--- config.mk ---
export PLATFORM = sky130hd
export DESIGN_NAME = digit_scan_driver
export DESIGN_NICKNAME = d
export VERILOG_FILES = /design/src/rtl/clock_disp_defs.sv /design/src/rtl/seg7_decode.sv /design/src/rtl/digit_scan_driver.sv
export SDC_FILE = /design/constraint.sdc
export NUM_CORES = 1
export LEC_CHECK = 0
export ABC_AREA = 0
export BUFFER_PORTS_ARGS = -buffer_cell sky130_fd_sc_hd__buf_4
export CAP_MARGIN = 25
export CORE_UTILIZATION = 52
export CTS_BUF_LIST = sky130_fd_sc_hd__clkbuf_2 sky130_fd_sc_hd__clkbuf_4 sky130_fd_sc_hd__clkbuf_8
export DETAILED_ROUTE_END_ITERATION = 10
export HOLD_SLACK_MARGIN = 0.05
export MAX_ROUTING_LAYER = met4
export PLACE_DENSITY_LB_ADDON = 0.05
export SETUP_SLACK_MARGIN = 0.1
export SLEW_MARGIN = 10
export SYNTH_ARGS = -nofsm -noshare
export SYNTH_HDL_FRONTEND = slang
export SYNTH_SLANG_ARGS = --single-unit
--- constraint.sdc ---
create_clock -name clk -period 1.7 [get_ports clk]
set_input_delay 0 -clock clk [delete_from_list [all_inputs] [get_ports clk]]
set_output_delay 0 -clock clk [all_outputs]
set_load 0.05 [all_outputs]
--- src/rtl/clock_disp_defs.sv ---
// clock_disp_defs: shared display types and constants (scan FSM states, active-low
// seven-segment patterns, all-off output values).
package clock_disp_defs;
    localparam int CNT_W = 20;
    typedef enum logic [1:0] {ST_OFF, ST_DEAD, ST_LIT} scan_state_e;
    localparam logic [6:0] SEG_0       = 7'h40;
    localparam logic [6:0] SEG_1       = 7'h79;
    localparam logic [6:0] SEG_2       = 7'h24;
    localparam logic [6:0] SEG_3       = 7'h30;
    localparam logic [6:0] SEG_4       = 7'h19;
    localparam logic [6:0] SEG_5       = 7'h12;
    localparam logic [6:0] SEG_6       = 7'h02;
    localparam logic [6:0] SEG_7       = 7'h78;
    localparam logic [6:0] SEG_8       = 7'h00;
    localparam logic [6:0] SEG_9       = 7'h10;
    localparam logic [6:0] SEG_DASH    = 7'h3F;
    localparam logic [6:0] SEG_ALL_OFF = 7'h7F;
    localparam logic [3:0] AN_ALL_OFF  = 4'hF;
    localparam logic       DP_OFF      = 1'b1;
endpackage

--- src/rtl/seg7_decode.sv ---
// seg7_decode: 4-bit value to active-low {g,f,e,d,c,b,a}; 0-9 as digits, A-F as a dash.
module seg7_decode
    import clock_disp_defs::*;
(
    input  logic [3:0] hex_i,
    output logic [6:0] seg_n_o
);
    always_comb begin
        case (hex_i)
            4'd0:    seg_n_o = SEG_0;
            4'd1:    seg_n_o = SEG_1;
            4'd2:    seg_n_o = SEG_2;
            4'd3:    seg_n_o = SEG_3;
            4'd4:    seg_n_o = SEG_4;
            4'd5:    seg_n_o = SEG_5;
            4'd6:    seg_n_o = SEG_6;
            4'd7:    seg_n_o = SEG_7;
            4'd8:    seg_n_o = SEG_8;
            4'd9:    seg_n_o = SEG_9;
            default: seg_n_o = SEG_DASH;
        endcase
    end
endmodule

--- src/rtl/digit_scan_driver.sv ---
// digit_scan_driver: 4-digit multiplexed seven-segment scanner with per-slot dead time,
// blanking/blink/leading-zero masking and registered active-low drive.
module digit_scan_driver
    import clock_disp_defs::*;
#(
    parameter int SLOT_CYCLES = 50000,
    parameter int DEAD_CYCLES = 500
) (
    input  logic       clk,
    input  logic       rst_n,
    input  logic       en,
    output logic [1:0] sel_out,
    input  logic [3:0] digit_in,
    input  logic [3:0] dp_in,
    input  logic [3:0] blank_mask,
    input  logic [3:0] blink_mask,
    input  logic       blink_phase,
    input  logic       lzb,
    output logic [3:0] an_n,
    output logic [6:0] seg_n,
    output logic       dp_n,
    output logic       frame_tick
);
    if (DEAD_CYCLES < 1 || SLOT_CYCLES < DEAD_CYCLES + 1 || SLOT_CYCLES > 2 ** CNT_W) begin : g_bad_params
        $error("digit_scan_driver: illegal SLOT_CYCLES/DEAD_CYCLES");
    end

    localparam logic [CNT_W-1:0] DEAD_LAST = CNT_W'(DEAD_CYCLES - 1);
    localparam logic [CNT_W-1:0] LIT_LAST  = CNT_W'(SLOT_CYCLES - DEAD_CYCLES - 1);

    scan_state_e      state_q, state_d;
    logic [CNT_W-1:0] cnt_q, cnt_d;
    logic [1:0]       sel_q, sel_d;
    logic [3:0]       an_q, an_d;
    logic [6:0]       seg_q, seg_d, seg_dec;
    logic             dp_q, dp_d, tick_q, tick_d;
    logic             dark, on;

    seg7_decode u_dec (.hex_i(digit_in), .seg_n_o(seg_dec));

    always_comb begin
        state_d = state_q;
        cnt_d   = cnt_q + CNT_W'(1);
        sel_d   = sel_q;
        tick_d  = 1'b0;
        if (!en) begin
            state_d = ST_OFF;
            cnt_d   = '0;
            sel_d   = '0;
        end else begin
            case (state_q)
                ST_OFF: begin
                    state_d = ST_DEAD;
                    cnt_d   = '0;
                    sel_d   = '0;
                end
                ST_DEAD: if (cnt_q == DEAD_LAST) begin
                    state_d = ST_LIT;
                    cnt_d   = '0;
                end
                ST_LIT: if (cnt_q == LIT_LAST) begin
                    state_d = ST_DEAD;
                    cnt_d   = '0;
                    sel_d   = sel_q + 2'd1;
                    tick_d  = (sel_q == 2'd3);
                end
                default: begin
                    state_d = ST_OFF;
                    cnt_d   = '0;
                    sel_d   = '0;
                end
            endcase
        end
    end

    // Output stage looks at the pre-edge state, giving the 1-cycle drive latency.
    always_comb begin
        dark = blank_mask[sel_q] | (blink_mask[sel_q] & blink_phase) | (lzb && sel_q == 2'd3 && digit_in == 4'd0);
        on   = en && state_q == ST_LIT && !dark;
        an_d  = on ? (AN_ALL_OFF & ~(4'b0001 << sel_q)) : AN_ALL_OFF;
        seg_d = on ? seg_dec : SEG_ALL_OFF;
        dp_d  = on ? ~dp_in[sel_q] : DP_OFF;
    end

    always_ff @(posedge clk or negedge rst_n) begin
        if (!rst_n) begin
            state_q <= ST_OFF;
            cnt_q   <= '0;
            sel_q   <= '0;
            an_q    <= AN_ALL_OFF;
            seg_q   <= SEG_ALL_OFF;
            dp_q    <= DP_OFF;
            tick_q  <= 1'b0;
        end else begin
            state_q <= state_d;
            cnt_q   <= cnt_d;
            sel_q   <= sel_d;
            an_q    <= an_d;
            seg_q   <= seg_d;
            dp_q    <= dp_d;
            tick_q  <= tick_d;
        end
    end

    assign sel_out    = sel_q;
    assign an_n       = an_q;
    assign seg_n      = seg_q;
    assign dp_n       = dp_q;
    assign frame_tick = tick_q;
endmodule

Word-level counts from Yosys, hierarchy flattened
Memories as Yosys holds them, arrays and structs flattened.
Cells that the tools add are included.
{"block": "totals", "register_bits": 37, "mem_bits_ro": 112, "input_bits": 21, "output_inout_bits": 15, "elab_cells": 57, "n_memories": 1}
{"block": "classes", "add_sub_neg": 2, "order_cmp": 1, "eq_ne": 8, "shifts": 1, "muxes": 23, "bitwise": 5, "n_reduce_logical": 9}
{"name": "(name not given)", "depth": 16, "width": 7, "read_ports": 1, "rd_ports_with_merged_regs": 0, "wr": 0, "line_no": "seg7_decode.sv:9", "text": "case (hex_i)"}
{"cell": "$mux W20", "n": 3}
{"cell": "$pmux W20 S2", "n": 1}
{"cell": "$add A20 B1 Y20 const B", "n": 1}
{"cell": "$eq A20 B16 Y1 const B", "n": 1}
{"cell": "$eq A20 B9 Y1 const B", "n": 1}
{"cell": "$mux W2", "n": 5}
{"cell": "$mux W1", "n": 7}
{"cell": "$mux W7", "n": 1}
{"cell": "$bmux W1 S2", "n": 3}
{"cell": "$ne A3 B3 Y1 const B", "n": 2}
{"cell": "$pmux W2 S3", "n": 1}
{"cell": "$eq A2 B2 Y1 const B", "n": 2}
{"cell": "$logic_and A1 B1 Y1", "n": 4}
{"cell": "$logic_not A4 Y1", "n": 1}
{"cell": "$mux W4", "n": 1}
{"cell": "$not A4 Y4", "n": 1}
{"cell": "$pmux W2 S2", "n": 1}
{"cell": "$reduce_and A2 Y1", "n": 2}
{"cell": "$shl A1 B2 Y4 const A", "n": 1}
{"cell": "$lt A2 B3 Y1 const B", "n": 1}
{"cell": "$add A2 B1 Y2 const B", "n": 1}
{"cell": "$eq A2 B1 Y1 const B", "n": 1}
{"cell": "$logic_not A2 Y1", "n": 1}
{"cell": "$ne A2 B2 Y1 const B", "n": 1}
{"cell": "4 further kinds", "n": 5}

Logic depth before layout (Yosys ltp)
{"block": "logic_depth", "word_depth": 8, "ltp_mapped": 7, "depth_no_buf": 6}

By module
A second synthesis with hierarchy kept.
{"block": "unflattened", "cells_unflattened": 208, "area_unflattened_um2": 2084.5}
{"mod": "digit_scan_driver", "instances": 1, "cells_each": 177, "area_per_inst_um2": 1844.3, "seq_area_each_um2": 940.9}
{"mod": "seg7_decode", "instances": 1, "cells_each": 31, "area_per_inst_um2": 240.2, "seq_area_each_um2": 0.0}

Least setup slack after synthesis
No wires, ideal clock.
{"block": "synth_timing", "path_type": "reg2reg", "from": "register sel_q[0] (netlist: sel_out[0])", "to": "register seg_q[1] (netlist: seg_n[1])", "setup_ns": 0.097, "t_arrival_ns": 1.715, "required_time_ns": 1.603, "path_slack_ns": -0.112, "path_stages_with_launch": 7, "n_path_buf": 2, "period_less_slack_ns": 1.812, "path_cell_list": "dfrtp_1 clkbuf_1 a211oi_1 a211oi_1 nor3_1 clkbuf_1 o21ai_0"}
{"block": "synth_via", "elab_chain_len": 8, "elab_cells_between_ends": 13, "cone_classes": "eq/ne: 1; mux: 5; bitwise: 3; reduce/logical: 4"}
{"item": "start: declaration", "line_no": "digit_scan_driver.sv:33", "text": "logic [1:0] sel_q, sel_d;"}
{"item": "start signal: assignment", "line_no": "digit_scan_driver.sv:97", "text": "sel_q <= sel_d;"}
{"item": "$bmux W1 S2", "line_no": "digit_scan_driver.sv:78", "text": "dark = blank_mask[sel_q] | (blink_mask[sel_q] & blink_phase) | (lzb && sel_q == 2'd3 && digit_in == 4'd0);"}
{"item": "$mux W1 (not written as such)", "line_no": "digit_scan_driver.sv:78"}
{"item": "$and A1 B1 Y1", "line_no": "digit_scan_driver.sv:78"}
{"item": "$or A1 B1 Y1", "line_no": "digit_scan_driver.sv:78"}
{"item": "$or A1 B1 Y1 *", "line_no": "digit_scan_driver.sv:78"}
{"item": "$logic_not A1 Y1 *", "line_no": "digit_scan_driver.sv:79", "text": "on = en && state_q == ST_LIT && !dark;"}
{"item": "$logic_and A1 B1 Y1 *", "line_no": "digit_scan_driver.sv:79"}
{"item": "$mux W7 *", "line_no": "digit_scan_driver.sv:81", "text": "seg_d = on ? seg_dec : SEG_ALL_OFF;"}
{"item": "named net seg_d[1]", "line_no": "digit_scan_driver.sv:35", "text": "logic [6:0] seg_q, seg_d, seg_dec;"}
{"item": "end signal: assignment", "line_no": "digit_scan_driver.sv:99", "text": "seg_q <= seg_d;"}
{"item": "end: declaration", "line_no": "digit_scan_driver.sv:35"}
The timed path passes the listed nets; every way through them passes the cells marked *. The select of a mux whose other input is x is not followed.
A chain may end at the register's enable or synchronous reset.

Final worst setup path
{"block": "layout_timing", "from": "register cnt_q[16]", "to": "register cnt_q[10]"}
{"block": "layout_via", "elab_chain_len": 4, "elab_cells_between_ends": 6, "cone_classes": "eq/ne: 2; mux: 4"}
{"item": "start: declaration", "line_no": "digit_scan_driver.sv:32", "text": "logic [CNT_W-1:0] cnt_q, cnt_d;"}
{"item": "start signal: assignment", "line_no": "digit_scan_driver.sv:96", "text": "cnt_q <= cnt_d;"}
{"item": "$eq A20 B16 Y1 or $eq A20 B9 Y1 (tied branches)", "line_no": "digit_scan_driver.sv:61, digit_scan_driver.sv:57"}
{"item": "$mux W20, on equally long branches", "line_no": "digit_scan_driver.sv:61, digit_scan_driver.sv:57"}
{"item": "$pmux W20 S2 *", "line_no": "digit_scan_driver.sv:51", "text": "case (state_q)"}
{"item": "$mux W20 *", "line_no": "digit_scan_driver.sv:46", "text": "if (!en) begin"}
{"item": "named net cnt_d[10]", "line_no": "digit_scan_driver.sv:32"}
The timed path passes the listed nets; every way through them passes the cells marked *.

==> results.py <==
metrics = {
    "floorplan": {
        "die_width_um": 64.24,
        "die_area_um2": 4127,
        "core_um2": 3689,
        "num_rows": 22,
        "fp.dieH_um": 64.24,
        "io_pins": 36,
        "start_util_pct": 54.61,
    },
    "clock_tree": {
        "cts_root_buffer": "clkbuf_8",
        "cts_buffer_depth": 2,
        "clk_pin_slew_ns": 0.07,
        "cts_tree": "done",
        "h-tree-depth": 2,
        "cts_buffers": 5,
        "worstSkewPairLatency_ns": 0.28,
        "cts.sink_count": 37,
    },
    "setup_path": {
        "cp-start-kind": "register",
        "path_class": "register to register",
        "cp_max_fo": 20,
        "crit_chain": "nor4b_2 -> nand4b_1 -> buf_4 -> o41ai_4 -> a21o_1 -> buf_12 -> nor2_1",
        "cp-end-kind": "register",
        "crit_family": "simple AND/OR/NAND/NOR gates",
        "slowest_stage": "dfrtp_1",
        "cp.buffers_inverters": 2,
        "required_ns": 1.86,
        "cpPeakStageDelay_ns": 0.39,
        "arrival_ns": 1.93,
    },
    "timing": {
        "fmax_mhz": 567.7,
        "worst_pin_slew_ns": 0.4667,
        "max_slew_margin_pct": 68.60,
        "rsz0062_at_grt": "yes",
        "maxSlewViolCount": 0,
        "setup_viol": 21,
        "hold_viol_final": 0,
        "period_share_pct": 103.6,
        "finClkSkew_ns": 0.008097,
        "setup_ws_ns": -0.06145,
        "period_needed_ns": 1.761,
    },
    "pwr": {
        "p_int_uw": 1562,
        "power_density_nw_per_um2": 797.1,
        "pwr-share-clk_pct": 29.2,
        "leakagePower_uw": 0.001210,
        "comb_power_share_pct": 27.1,
        "sw_frac_of_total_pct": 28.73,
        "power.total_uw": 2191,
        "power.share.sequential_pct": 43.8,
        "ir_drop_uv": 441.1,
        "netSwitchingPower_uw": 629.4,
    },
    "routing": {
        "via_count": 1677,
        "drc": 0,
        "dr.pass1.iters": 4,
        "wirelength_mm": 4.321,
        "drt_iter0_markers": 67,
        "routedWlPerCell_um": 13.17,
        "viasPerCell": 5.113,
        "antenna_left": 0,
    },
    "synth": {
        "async_flop_share_pct": 100.0,
        "syn-num-nets": 242,
        "synth_edf_count": 0,
        "synth.distinct_cells": 36,
        "synth-seq-cells": 37,
        "ys.flop_type": "dfrtp_1",
        "synth_area_um2": 2014,
        "netlist_instances": 207,
        "syn_area_per_cell_um2": 9.732,
        "seq_area_frac_synth_pct": 46.71,
        "ys_warn_count": 0,
    },
    "finish": {
        "syn_to_final_growth_pct": 36.46,
        "utilization_pct": 74.53,
        "layout_commonest_cell": "buf_4",
        "drive_gt1_share_pct": 37.50,
        "diodes": 0,
        "fillers": 279,
        "layout_common_cells": "buf_4 (66), nor2_1 (33), dfrtp_1 (23)",
        "nNetsFinal": 314,
    },
    "grt": {
        "first_global_vias": 1703,
        "antenna_found_initial": 0,
        "grt-ovfl-total": 0,
        "grt.total_usage_pct": 23.53,
        "grt_pass1_wl_mm": 7.238,
        "grt_start_max_net_pins": 38,
    },
    "status": {
        "violations": "negative setup slack",
        "status": "finished with violations",
    },
    "place": {
        "gp_congestion": 0.7902,
        "portBuffers": 35,
        "hpwl_mm": 3.186,
    },
    "job": {
        "drv_cap": 0,
    },
    "hold_path": {
        "hold_path.class": "input port to register",
    },
}
## repair_timing
item / CTS / global route
setup buffers: 2 / 4
cloned: 0 / 1
hold buffers: 4 / 1
gates resized for setup: 4 / 4
endpoints found under the hold margin: 45 / 1
setup endpoints to repair: 34 / 30
pin swaps: 3 / 2
## final timing paths
kind                           start         to  slack (ns)  cells past startpoint
min in group asynchronous      rst_n   cnt_q[3]        0.21                      2
max in group asynchronous      rst_n    an_n[3]        1.14                      2
hold / removal              dp_in[3]       dp_n        0.06                      3
hold reg to reg             cnt_q[0]   cnt_q[0]        0.55                      2
setup reg to reg           cnt_q[16]  cnt_q[10]       -0.06                      7
setup / recovery           cnt_q[16]  cnt_q[10]       -0.06                      7
## power by group through the flow
stage | sequential [uW] | combinational [uW] | clock (uW)
final | 959 | 593 | 639
after global routing | 962 | 650 | 693
after CTS | 956 | 551 | 654
after detailed placement | 969 | 531 | 0
after global placement | 966 | 509 | 0
after floorplan | 1000 | 312 | 0
## worst reg2reg max path: cells and delay by family (launching register included)
family                 cells  cell delay, ns
AND/OR/NAND/NOR            3            0.47
AO/OA/AOI/OAI              2            0.46
flip-flops                 1            0.39
buffers and inverters      2            0.33
## sequential cells by signal, summed over array words and instances, names as in the netlist
signal and count:
an_n 4, seg_n 7, frame_tick 1, sel_out 2, dp_n 1, cnt_q 20
state_q 2
## synthesized netlist by cell type (all sizes together), types with 3 or more instances
library cell	number	area, um2
nor4	3	25.02
nand4	4	25.02
nand2	22	85.09
a211oi	4	30.03
dfrtp	25	625.6
nor3	4	20.02
nand2b	3	18.77
nor2	33	123.9
clkbuf	4	15.01
dfstp	12	315.3
ha	14	175.2
inv	13	48.80
a21oi	7	35.03
xor2	10	87.58
buf	4	23.76
xnor2	8	70.07
o21ai	6	30.02
mux2i	3	30.03
nand3	14	70.07
## logic make-up (layout without fill, tap and decap cells)
kind of cell,Yosys count,count (layout),synth area share (%)
muxes,4,4,2.609
AOI/OAI and AO/OA,22,22,7.826
DFF,37,37,46.71
adders and majority gates,14,14,8.696
buffers and inverters,21,94,4.347
and+or+nand+nor,91,91,21.99
xor gates and xnor gates,18,18,7.826
## cell type report
cell class | instances | area [um2] | area share [%]
inverter | 13 | 48.80 | 1.775
timing repair buffer | 73 | 570.5 | 20.76
multi-input combinational | 149 | 1028 | 37.41
sequential | 37 | 943.4 | 34.32
tap | 48 | 60.06 | 2.185
clock buffer | 8 | 97.59 | 3.550
## per-layer routing
metal  track usage (%)  routed length, um  vias up
met5                 -                  0        -
li1                  -                  -      833
met4             8.889                 51        0
met3             5.000                188        8
met2             41.84               2257       45
met1             25.51               1822      791
## stage by stage
step	cell area [um2]	std cells	hold slack (ns)	TNS, ns	setup WS, ns
after floorplan	2028	207	-0.2956	0	0.05574
after global placement	2515	308	-0.02576	-0.3165	-0.01828
after detailed placement	2515	308	-0.02044	-1.367	-0.07998
after CTS	2683	322	0.05570	-0.5556	-0.04415
after global routing	2749	328	0.05354	-2.864	-0.1443
final	2749	328	0.05808	-0.9593	-0.06145
No activity file was read; power rests on OpenSTA's default activity.
